**src/rtl/serial_debug_pkg.sv**
```systemverilog
// Shared definitions for the serial debug chain: frame geometry, direction
// encoding and the node FSM state type.
package serial_debug_pkg;

  localparam int HDR_BITS = 16;
  localparam int ADDR_W   = 15;

  localparam logic DIR_WRITE = 1'b1;
  localparam logic DIR_READ  = 1'b0;

  // Full store-forward frame width for a given payload width.
  function automatic int sf_bits(input int bits);
    return bits + HDR_BITS;
  endfunction

  // Field positions, MSB-first frame: {dir, addr[14:0], payload}.
  function automatic int dir_bit(input int bits);
    return bits + HDR_BITS - 1;
  endfunction

  function automatic int addr_msb(input int bits);
    return bits + HDR_BITS - 2;
  endfunction

  function automatic int addr_lsb(input int bits);
    return bits;
  endfunction

  typedef enum logic [1:0] {
    ST_IDLE = 2'd0,
    ST_RX   = 2'd1,
    ST_PROC = 2'd2,
    ST_TX   = 2'd3
  } state_e;

endpackage

```
**src/rtl/serial_debug_sync.sv**
```systemverilog
// Three-flop synchronizer for the upstream serial clock/data pair plus a
// registered rising-edge detector on the synchronized clock. The clock chain
// resets high (line idle level) so leaving reset never fakes an edge.
module serial_debug_sync (
  input  logic clk,
  input  logic rst,
  input  logic rx_clk_i,
  input  logic rx_data_i,
  output logic rise_o,
  output logic data_o
);

  logic [2:0] clk_sync_q;
  logic [2:0] data_sync_q;
  logic       clk_prev_q;
  logic       rise_q;
  logic       data_q;

  // Synchronize both lines and flag a 0->1 transition of the synced clock;
  // data is delayed one stage so it lines up with the edge pulse.
  always_ff @(posedge clk or posedge rst) begin
    if (rst) begin
      clk_sync_q  <= 3'b111;
      data_sync_q <= 3'b000;
      clk_prev_q  <= 1'b1;
      rise_q      <= 1'b0;
      data_q      <= 1'b0;
    end else begin
      clk_sync_q  <= {clk_sync_q[1:0], rx_clk_i};
      data_sync_q <= {data_sync_q[1:0], rx_data_i};
      clk_prev_q  <= clk_sync_q[2];
      rise_q      <= clk_sync_q[2] & ~clk_prev_q;
      data_q      <= data_sync_q[2];
    end
  end

  assign rise_o = rise_q;
  assign data_o = data_q;

endmodule

```
**src/rtl/serial_debug_node.sv**
```systemverilog
// Addressable store-and-forward node on the serial debug chain. Receives one
// frame, services a matching write/read, then retransmits the frame
// bit-serially downstream at the prescaler-defined rate.
// Optional feature macro: SERIAL_DEBUG_NODE_TIMEOUT_EN (RX idle abort).
module serial_debug_node
  import serial_debug_pkg::*;
#(
  parameter int unsigned BITS           = 128,
  parameter logic [14:0] NODE_ADDR      = 15'h0001,
  parameter int unsigned TIMEOUT_CYCLES = 4096
) (
  input  logic            clk,
  input  logic            rst,
  input  logic [7:0]      prescaler,
  input  logic            debug_rx_data,
  input  logic            debug_rx_clk,
  output logic            debug_tx_data,
  output logic            debug_tx_clk,
  input  logic [BITS-1:0] node_rd_data,
  output logic [BITS-1:0] node_wr_data,
  output logic            node_wr_strobe,
  output logic            node_rd_strobe,
  output logic            busy
);

  localparam int SF_BITS = sf_bits(BITS);
  localparam int DIR_BIT = dir_bit(BITS);
  localparam int A_MSB   = addr_msb(BITS);
  localparam int A_LSB   = addr_lsb(BITS);
  localparam int BCNT_W  = $clog2(SF_BITS + 1);
  localparam int HCNT_W  = $clog2(2 * SF_BITS + 2);

  localparam logic [BCNT_W-1:0] LAST_BIT  = BCNT_W'(SF_BITS - 1);
  localparam logic [HCNT_W-1:0] LAST_HALF = HCNT_W'(2 * SF_BITS);

  state_e               state_q, state_d;
  logic [SF_BITS-1:0]   frame_q, frame_d;
  logic [BCNT_W-1:0]    bit_cnt_q, bit_cnt_d;
  logic [HCNT_W-1:0]    half_cnt_q, half_cnt_d;
  logic [8:0]           presc_q, presc_d;
  logic                 tx_clk_q, tx_clk_d;
  logic                 tx_data_q, tx_data_d;
  logic [BITS-1:0]      wr_data_q, wr_data_d;
  logic                 wr_strobe_q, wr_strobe_d;
  logic                 rd_strobe_q, rd_strobe_d;
  logic                 busy_q, busy_d;

  logic       rx_rise;
  logic       rx_bit;
  logic       addr_hit;
  logic [8:0] presc_load;

  serial_debug_sync u_sync (
    .clk      (clk),
    .rst      (rst),
    .rx_clk_i (debug_rx_clk),
    .rx_data_i(debug_rx_data),
    .rise_o   (rx_rise),
    .data_o   (rx_bit)
  );

  // Address 0 is reserved and never selects a node.
  assign addr_hit   = (frame_q[A_MSB:A_LSB] == NODE_ADDR) && (frame_q[A_MSB:A_LSB] != '0);
  assign presc_load = (prescaler == 8'd0) ? 9'd256 : {1'b0, prescaler};

`ifdef SERIAL_DEBUG_NODE_TIMEOUT_EN
  localparam int TO_W = $clog2(TIMEOUT_CYCLES + 1);
  localparam logic [TO_W-1:0] TO_LAST = TO_W'(TIMEOUT_CYCLES - 1);
  logic [TO_W-1:0] idle_cnt_q, idle_cnt_d;

  // Idle-cycle counter used to abandon a stalled partial frame.
  always_ff @(posedge clk or posedge rst) begin
    if (rst) idle_cnt_q <= '0;
    else     idle_cnt_q <= idle_cnt_d;
  end
`else
  // Timeout length only matters when the idle counter is built.
  localparam int unsigned unused_timeout = TIMEOUT_CYCLES;
`endif

  // State and datapath registers.
  always_ff @(posedge clk or posedge rst) begin
    if (rst) begin
      state_q     <= ST_IDLE;
      frame_q     <= '0;
      bit_cnt_q   <= '0;
      half_cnt_q  <= '0;
      presc_q     <= '0;
      tx_clk_q    <= 1'b1;
      tx_data_q   <= 1'b0;
      wr_data_q   <= '0;
      wr_strobe_q <= 1'b0;
      rd_strobe_q <= 1'b0;
      busy_q      <= 1'b0;
    end else begin
      state_q     <= state_d;
      frame_q     <= frame_d;
      bit_cnt_q   <= bit_cnt_d;
      half_cnt_q  <= half_cnt_d;
      presc_q     <= presc_d;
      tx_clk_q    <= tx_clk_d;
      tx_data_q   <= tx_data_d;
      wr_data_q   <= wr_data_d;
      wr_strobe_q <= wr_strobe_d;
      rd_strobe_q <= rd_strobe_d;
      busy_q      <= busy_d;
    end
  end

  // Next-state logic: receive, process, retransmit; edges outside IDLE/RX
  // are dropped so the chain stays strictly store-and-forward.
  always_comb begin
    state_d     = state_q;
    frame_d     = frame_q;
    bit_cnt_d   = bit_cnt_q;
    half_cnt_d  = half_cnt_q;
    presc_d     = presc_q;
    tx_clk_d    = tx_clk_q;
    tx_data_d   = tx_data_q;
    wr_data_d   = wr_data_q;
    wr_strobe_d = 1'b0;
    rd_strobe_d = 1'b0;
    busy_d      = busy_q;
`ifdef SERIAL_DEBUG_NODE_TIMEOUT_EN
    idle_cnt_d  = idle_cnt_q;
`endif

    unique case (state_q)
      ST_IDLE: begin
        if (rx_rise) begin
          frame_d   = {frame_q[SF_BITS-2:0], rx_bit};
          bit_cnt_d = BCNT_W'(1);
          busy_d    = 1'b1;
          state_d   = ST_RX;
`ifdef SERIAL_DEBUG_NODE_TIMEOUT_EN
          idle_cnt_d = '0;
`endif
        end
      end

      ST_RX: begin
        if (rx_rise) begin
          frame_d   = {frame_q[SF_BITS-2:0], rx_bit};
          bit_cnt_d = bit_cnt_q + BCNT_W'(1);
          if (bit_cnt_q == LAST_BIT) state_d = ST_PROC;
`ifdef SERIAL_DEBUG_NODE_TIMEOUT_EN
          idle_cnt_d = '0;
        end else if (idle_cnt_q == TO_LAST) begin
          idle_cnt_d = '0;
          bit_cnt_d  = '0;
          busy_d     = 1'b0;
          state_d    = ST_IDLE;
        end else begin
          idle_cnt_d = idle_cnt_q + TO_W'(1);
`endif
        end
      end

      ST_PROC: begin
        if (addr_hit) begin
          if (frame_q[DIR_BIT] == DIR_WRITE) begin
            wr_data_d   = frame_q[BITS-1:0];
            wr_strobe_d = 1'b1;
          end else begin
            frame_d[BITS-1:0] = node_rd_data;
            rd_strobe_d       = 1'b1;
          end
        end
        presc_d    = presc_load;
        half_cnt_d = '0;
        tx_clk_d   = 1'b1;
        state_d    = ST_TX;
      end

      ST_TX: begin
        if (presc_q == 9'd1) begin
          presc_d = presc_load;
          if (half_cnt_q == LAST_HALF) begin
            // Trailing high half-bit done: frame fully forwarded.
            bit_cnt_d = '0;
            busy_d    = 1'b0;
            state_d   = ST_IDLE;
          end else begin
            half_cnt_d = half_cnt_q + HCNT_W'(1);
            if (!half_cnt_q[0]) begin
              tx_data_d = frame_q[SF_BITS-1];
              frame_d   = {frame_q[SF_BITS-2:0], 1'b0};
              tx_clk_d  = 1'b0;
            end else begin
              tx_clk_d  = 1'b1;
            end
          end
        end else begin
          presc_d = presc_q - 9'd1;
        end
      end

      default: state_d = ST_IDLE;
    endcase
  end

  assign debug_tx_data  = tx_data_q;
  assign debug_tx_clk   = tx_clk_q;
  assign node_wr_data   = wr_data_q;
  assign node_wr_strobe = wr_strobe_q;
  assign node_rd_strobe = rd_strobe_q;
  assign busy           = busy_q;

endmodule
```
**config.mk**
```make
export PLATFORM = sky130hd
export DESIGN_NAME = serial_debug_node
export DESIGN_NICKNAME = d
export VERILOG_FILES = /design/src/rtl/serial_debug_pkg.sv /design/src/rtl/serial_debug_sync.sv /design/src/rtl/serial_debug_node.sv
export SDC_FILE = /design/constraint.sdc
export NUM_CORES = 1
export LEC_CHECK = 0
export ABC_AREA = 1
export BUFFER_PORTS_ARGS = -buffer_cell sky130_fd_sc_hd__buf_2
export CORE_MARGIN = 2
export CORE_UTILIZATION = 30
export CTS_CLUSTER_DIAMETER = 80
export DETAILED_ROUTE_END_ITERATION = 8
export SLEW_MARGIN = 20
export SYNTH_ARGS = -nofsm -noshare
export SYNTH_HDL_FRONTEND = slang
export SYNTH_HIERARCHICAL = 1
export SYNTH_SLANG_ARGS = --single-unit
```
**constraint.sdc**
```tcl
create_clock -name clk -period 12.3 [get_ports clk]
set_input_delay 0.615 -clock clk [delete_from_list [all_inputs] [get_ports clk]]
set_output_delay 0.615 -clock clk [all_outputs]
set_load 0.02 [all_outputs]
```
==> impl_metrics.tcl, run 1 <==
set metrics [dict create \
    clock_latency_ps 560 \
    slew_headroom_pct 31.6 \
    core_sq_um 47700 \
    wire_per_inst_um 15.8 \
    max_cap_violations 0 \
    slew_violations 0 \
    arrival_ps 4260 \
    crit_type "register to register" \
    synth.largest_area_cell "dfrtp_1" \
    cts_max_level 2 \
    final_nets 2147 \
    startpoint_type "register" \
    ys_types 30 \
    gp_congestion 0.782 \
    first_global_vias 12500 \
    synth-seq-area-share_pct 54.3 \
    grt_use_met1_pct 22.8 \
    hold_viol 0 \
    final_layout_size_suffix_gt1_share_pct 18.3 \
    clockBufferDepth 3 \
    tns_ps 0 \
    cts_setup_buffers 0 \
    end_kind "register" \
    grt_pass1_wl_um 67000 \
    die_y_um 224 \
    skew_ps 21.3 \
    synth-edff-count 0 \
    synthTopCellsByCount "nand2_1 (630), dfrtp_1 (309), o21ai_0 (279)" \
    cts_resized 0 \
    yosysTopAreaCellShare_pct 53.4 \
    drt_drc_violations_left 0 \
    clock_sinks 314 \
    grt_max_degree 125 \
    period_share_pct 31.2 \
    status "finished clean" \
    io_buffers 272 \
    worst_pin_slew_ps 1020 \
    fmax_ghz 0.261 \
    max-vdd-ir-drop_mv 0.136 \
    cts_buffers 38 \
    min_period_ps 3830 \
    ios 273 \
    holdWs_ps 62.0 \
    tritoncts "yes" \
    syn_to_final_growth_pct 20.7 \
    postCtsHoldBufs 0 \
    setup_violations 0 \
    die_x_um 224 \
    syn_nets 1945 \
    ys_warn_count 6 \
    drtAntennaViolNets 0 \
    die-area_sq_um 50100 \
    mappedNetlistArea_sq_um 14500 \
    antenna_found_initial 2 \
    netlist_instances 1795 \
    hold_class "primary input to async pin" \
    hpwl_um 26000 \
    met3_usage_pct 3.02 \
    p_per_area_nw_per_um2 228 \
    cp_data_required_time_ps 12730 \
    cellLeakagePower_nw 9.00 \
    first_iter_violations 1040 \
    gr-usage-all-layers_pct 16.6 \
    postSynthAreaPerCell_sq_um 8.07 \
    rsz0062_at_grt "false" \
    num_rows 80 \
    start_util_pct 30.3 \
    wl_um 41600 \
    viasPerCell 4.81 \
    cts.reportedPaths.clkPinSlew_ps 60 \
    synth_area_leaders "dfrtp_1 (53%), nand2_1 (16%), o21ai_0 (9.6%)" \
    top_usage_layer "met2" \
    postSynth.asyncResetShare_pct 100 \
    overflow 0 \
    vias 12700 \
    cp_max_fo 115 \
    yosysMostFrequentCell "nand2_1" \
    yosys_most_used_dff "dfrtp_1" \
    synth_seq_cells 314 \
    first_pass_iters 5 \
    root_buffer "clkbuf_16" \
    met2_usage_pct 26.4 \
]
kinds of logic (layout without fill, tap and decap cells):
group                      count (synthesis)  in the layout  synth area share, %
buffers and inverters                    298            529                 8.42
DFF                                      314            314                 54.3
AOI/OAI and AO/OA                        296            296                 10.3
adders and majority gates                 10             10                0.864
xor gates and xnor gates                  11             11                0.665
other                                      0              2                    0
and+or+nand+nor                          866            866                 25.4
critical path: stages, from the launching register on:
cell and delay, ps:
dfrtp_1 410, inv_1 180, ha_4 580, buf_4 830, inv_2 170, nor2_4 340
buf_6 580, o21ai_0 230, nand4_1 150, nand2_1 60
where the power goes:
group          leakage, nW  internal (mW)  switching (mW)
logic                 4.20          0.416            1.03
clock network        0.615          0.668           0.469
registers             4.18           1.28           0.135
registers in the layout (all words and copies together), names as in the netlist, 2 cells and up:
signal and flops:
bit_cnt_q 8, frame_q 144, half_cnt_q 9, node_wr_data 128, presc_q 9, state_q 2, u_sync/clk_sync_q 3, u_sync/data_sync_q 3
placed cells by master (no fill, tap or decap), drive strengths merged:
cell,instances
buf,286
clkinv,8
dfstp,5
nand4,149
dfrtp,309
a22o,1
a21oi,6
or2,2
ha,10
inv,177
o21ai,286
clkinvlp,2
o211ai,1
diode,2
o22ai,1
nor3b,1
xor2,11
o21bai,1
clkbuf,54
nand2,631
nand3,25
bufinv,2
nor3,4
nor2,54
path summary, 6_finish.rpt:
check                           depth (start not counted)                   end  slack, ps                   from
worst max-delay path                                    9           frame_q[95]       8470             state_q[0]
max in group asynchronous                               3          bit_cnt_q[4]      10590                    rst
worst min register to register                          0         u_sync/data_o        340  u_sync/data_sync_q[2]
min in group clk                                        1  u_sync/clk_sync_q[0]        160           debug_rx_clk
worst max register to register                          9           frame_q[95]       8470             state_q[0]
worst min-delay path                                    2         u_sync/data_o         60                    rst
area by class of cell:
class	count	area (sq um)
Fill cell	4978	30300
Sequential cell	314	7860
Multi-Input combinational cell	1183	5460
Timing Repair Buffer	286	1470
Clock buffer	54	1090
Tap cell	615	769
Inverter	174	661
Clock inverter	15	159
Antenna cell	2	5.00
metal layers:
| layer | part of all wire (%) | up-vias |
|---|---|---|
| met4 | 2.7 | 0 |
| met1 | 47 | 6128 |
| met3 | 4.4 | 66 |
| li1 | - | 6203 |
| met5 | 0 | - |
| met2 | 46 | 306 |
per-stage QoR:
step | utilization, % | setup slack, ps | power [mW] | instances | instance area [sq um]
after floorplan | - | 3260 | 2.50 | 1795 | 14500
after global placement | 34.0 | 8260 | 2.85 | 2572 | 16200
after detailed placement | 34.0 | 8190 | 2.88 | 2572 | 16200
after CTS | 36.6 | 8170 | 4.05 | 2641 | 17500
after global routing | 36.6 | 8050 | 4.32 | 2643 | 17500
final | 36.6 | 8470 | 3.99 | 2643 | 17500
No activity file was read; power rests on OpenSTA's default activity.
==> run 2: changes to the inputs <==
==> constraint.sdc (replaced) <==
create_clock -name clk -period 3.3 [get_ports clk]
set_input_delay 0.165 -clock clk [delete_from_list [all_inputs] [get_ports clk]]
set_output_delay 0.165 -clock clk [all_outputs]
set_load 0.02 [all_outputs]
==> impl_metrics.tcl, run 2 (synthesized netlist as in run 1, its figures left out) <==
set metrics [dict create \
    timing.rr.end "frame_q[13]" \
    num_rows 80 \
    rsz0062_at_grt "false" \
    largest_register_ffs 144 \
    cts_buffers 40 \
    fmax_ghz 0.414 \
    status "finished clean" \
    clockBufferDepth 3 \
    vias 13300 \
    die_y_um 224 \
    regMostFlops "frame_q" \
    worst_pin_slew_ps 886 \
    io_buffers 272 \
    first_pass_iters 7 \
    fillCellCount 4710 \
    max-vdd-ir-drop_mv 0.561 \
    hold_viol 0 \
    cts.reportedPaths.clkPinSlew_ps 50 \
    total_power_mw 15.3 \
    gr-usage-all-layers_pct 17.1 \
    arrival_ps 2910 \
    antenna-diode-count 0 \
    hpwl_um 25600 \
    syn_to_final_growth_pct 31.3 \
    tritoncts "yes" \
    multi_input_area_sq_um 5460 \
    startpoint_type "register" \
    placedCellCount 2581 \
    gp_congestion 0.791 \
    final_common_cell "nand2_1" \
    start_util_pct 30.3 \
    root_buffer "clkbuf_16" \
    min_period_ps 2420 \
    slew_headroom_pct 40.8 \
    clock_sinks 314 \
    grt_pass1_wl_um 69600 \
    reg2reg_slack_ps 880 \
    skew_ps 20.8 \
    r2r_cells 8 \
    first_iter_violations 1102 \
    r2r_start "state_q[1]" \
    tns_ps 0 \
    crit_type "register to register" \
    viasPerCell 4.78 \
    seqCellArea_sq_um 7860 \
    die_x_um 224 \
    utilization_pct 39.8 \
    drtAntennaViolNets 0 \
    end_kind "register" \
    first_global_vias 13500 \
    drt_drc_violations_left 0 \
    die-area_sq_um 50100 \
    holdPathStages 5 \
    setup_violations 0 \
    wire_per_inst_um 15.4 \
    wl_um 42900 \
    period_share_pct 73.2 \
    final_cell_mix "nand2_1 (628), dfrtp_1 (309), o21ai_0 (279), buf_2 (272), inv_1 (167)" \
    hold_class "primary input to register" \
    max_cap_violations 0 \
    final_nets 2288 \
    p_per_area_nw_per_um2 807 \
    overflow 0 \
    fin_cells 2783 \
    antenna_found_initial 1 \
    cellLeakagePower_nw 9.66 \
    cp_data_required_time_ps 3790 \
    cts_setup_buffers 0 \
    hold_end "frame_q[14]" \
    slew_violations 0 \
    cts_max_level 2 \
    core_sq_um 47700 \
    final_layout_size_suffix_gt1_share_pct 17.5 \
    ios 273 \
    holdWs_ps 41.1 \
    clock_latency_ps 560 \
    grt_max_degree 151 \
    cp_max_fo 58 \
    worstHoldStart "node_rd_data[14]" \
]
-- run 2: changes by cell type in the layout (fill, tap and decap cells not counted), moves of 3 or more --
cell / before / now
dlygate4sd3_1: 0 / 130
clkbuf_16: 39 / 42
clkbuf_1: 9 / 12
buf_12: 0 / 9
-- run 2: cell type report --
cell class	count	area share [%]
Sequential cell	314	41.3
Multi-Input combinational cell	1183	28.7
Timing Repair Buffer	425	15.5
Clock buffer	58	6.05
Tap cell	615	4.05
Inverter	174	3.45
Clock inverter	14	0.928
-- run 2: routing by layer --
metal	GRT usage (%)	up-vias	part of all wire (%)
met5	0	-	0
met4	6.43	0	3.0
met3	3.29	82	4.5
met2	27.2	330	46
met1	23.1	6414	47
li1	-	6490	-
-- run 2: what timing repair did --
item,CTS,global route
gates resized for setup,0,0
hold endpoints to repair,170,0
hold buffers,130,0
-- run 2: how the worst max path moves through the flow --
stage / start / end / slack (ps) / cells after the start
2_1_floorplan: rst / bit_cnt_q[0] / -920 / 1
4_1_cts: half_cnt_q[0] / frame_q[132] / 900 / 11
3_5_place_dp: half_cnt_q[0] / frame_q[130] / 900 / 11
6_report: state_q[1] / frame_q[13] / 880 / 8
3_3_place_gp: half_cnt_q[0] / frame_q[140] / 950 / 11
5_1_grt: half_cnt_q[0] / frame_q[138] / 680 / 11
-- run 2: worst max-delay path, cell delays in order (launching register included) --
cell	delay, ps
dfrtp_1	460
inv_1	120
ha_1	280
o21ai_1	240
inv_1	110
a21oi_4	200
buf_4	630
nand4_1	180
nand2_1	90
-- run 2: through the flow --
stage | setup slack [ps] | instance area [sq um]
after global placement | 954 | 16400
after global routing | 683 | 19000
after CTS | 904 | 19000
after floorplan | -921 | 14500
final | 884 | 19000
after detailed placement | 899 | 16400
-- run 2: where the power goes --
part	internal [mW]	switching, mW
Sequential	4.76	0.493
Combinational	1.77	3.89
Clock	2.68	1.76
Total	9.20	6.14
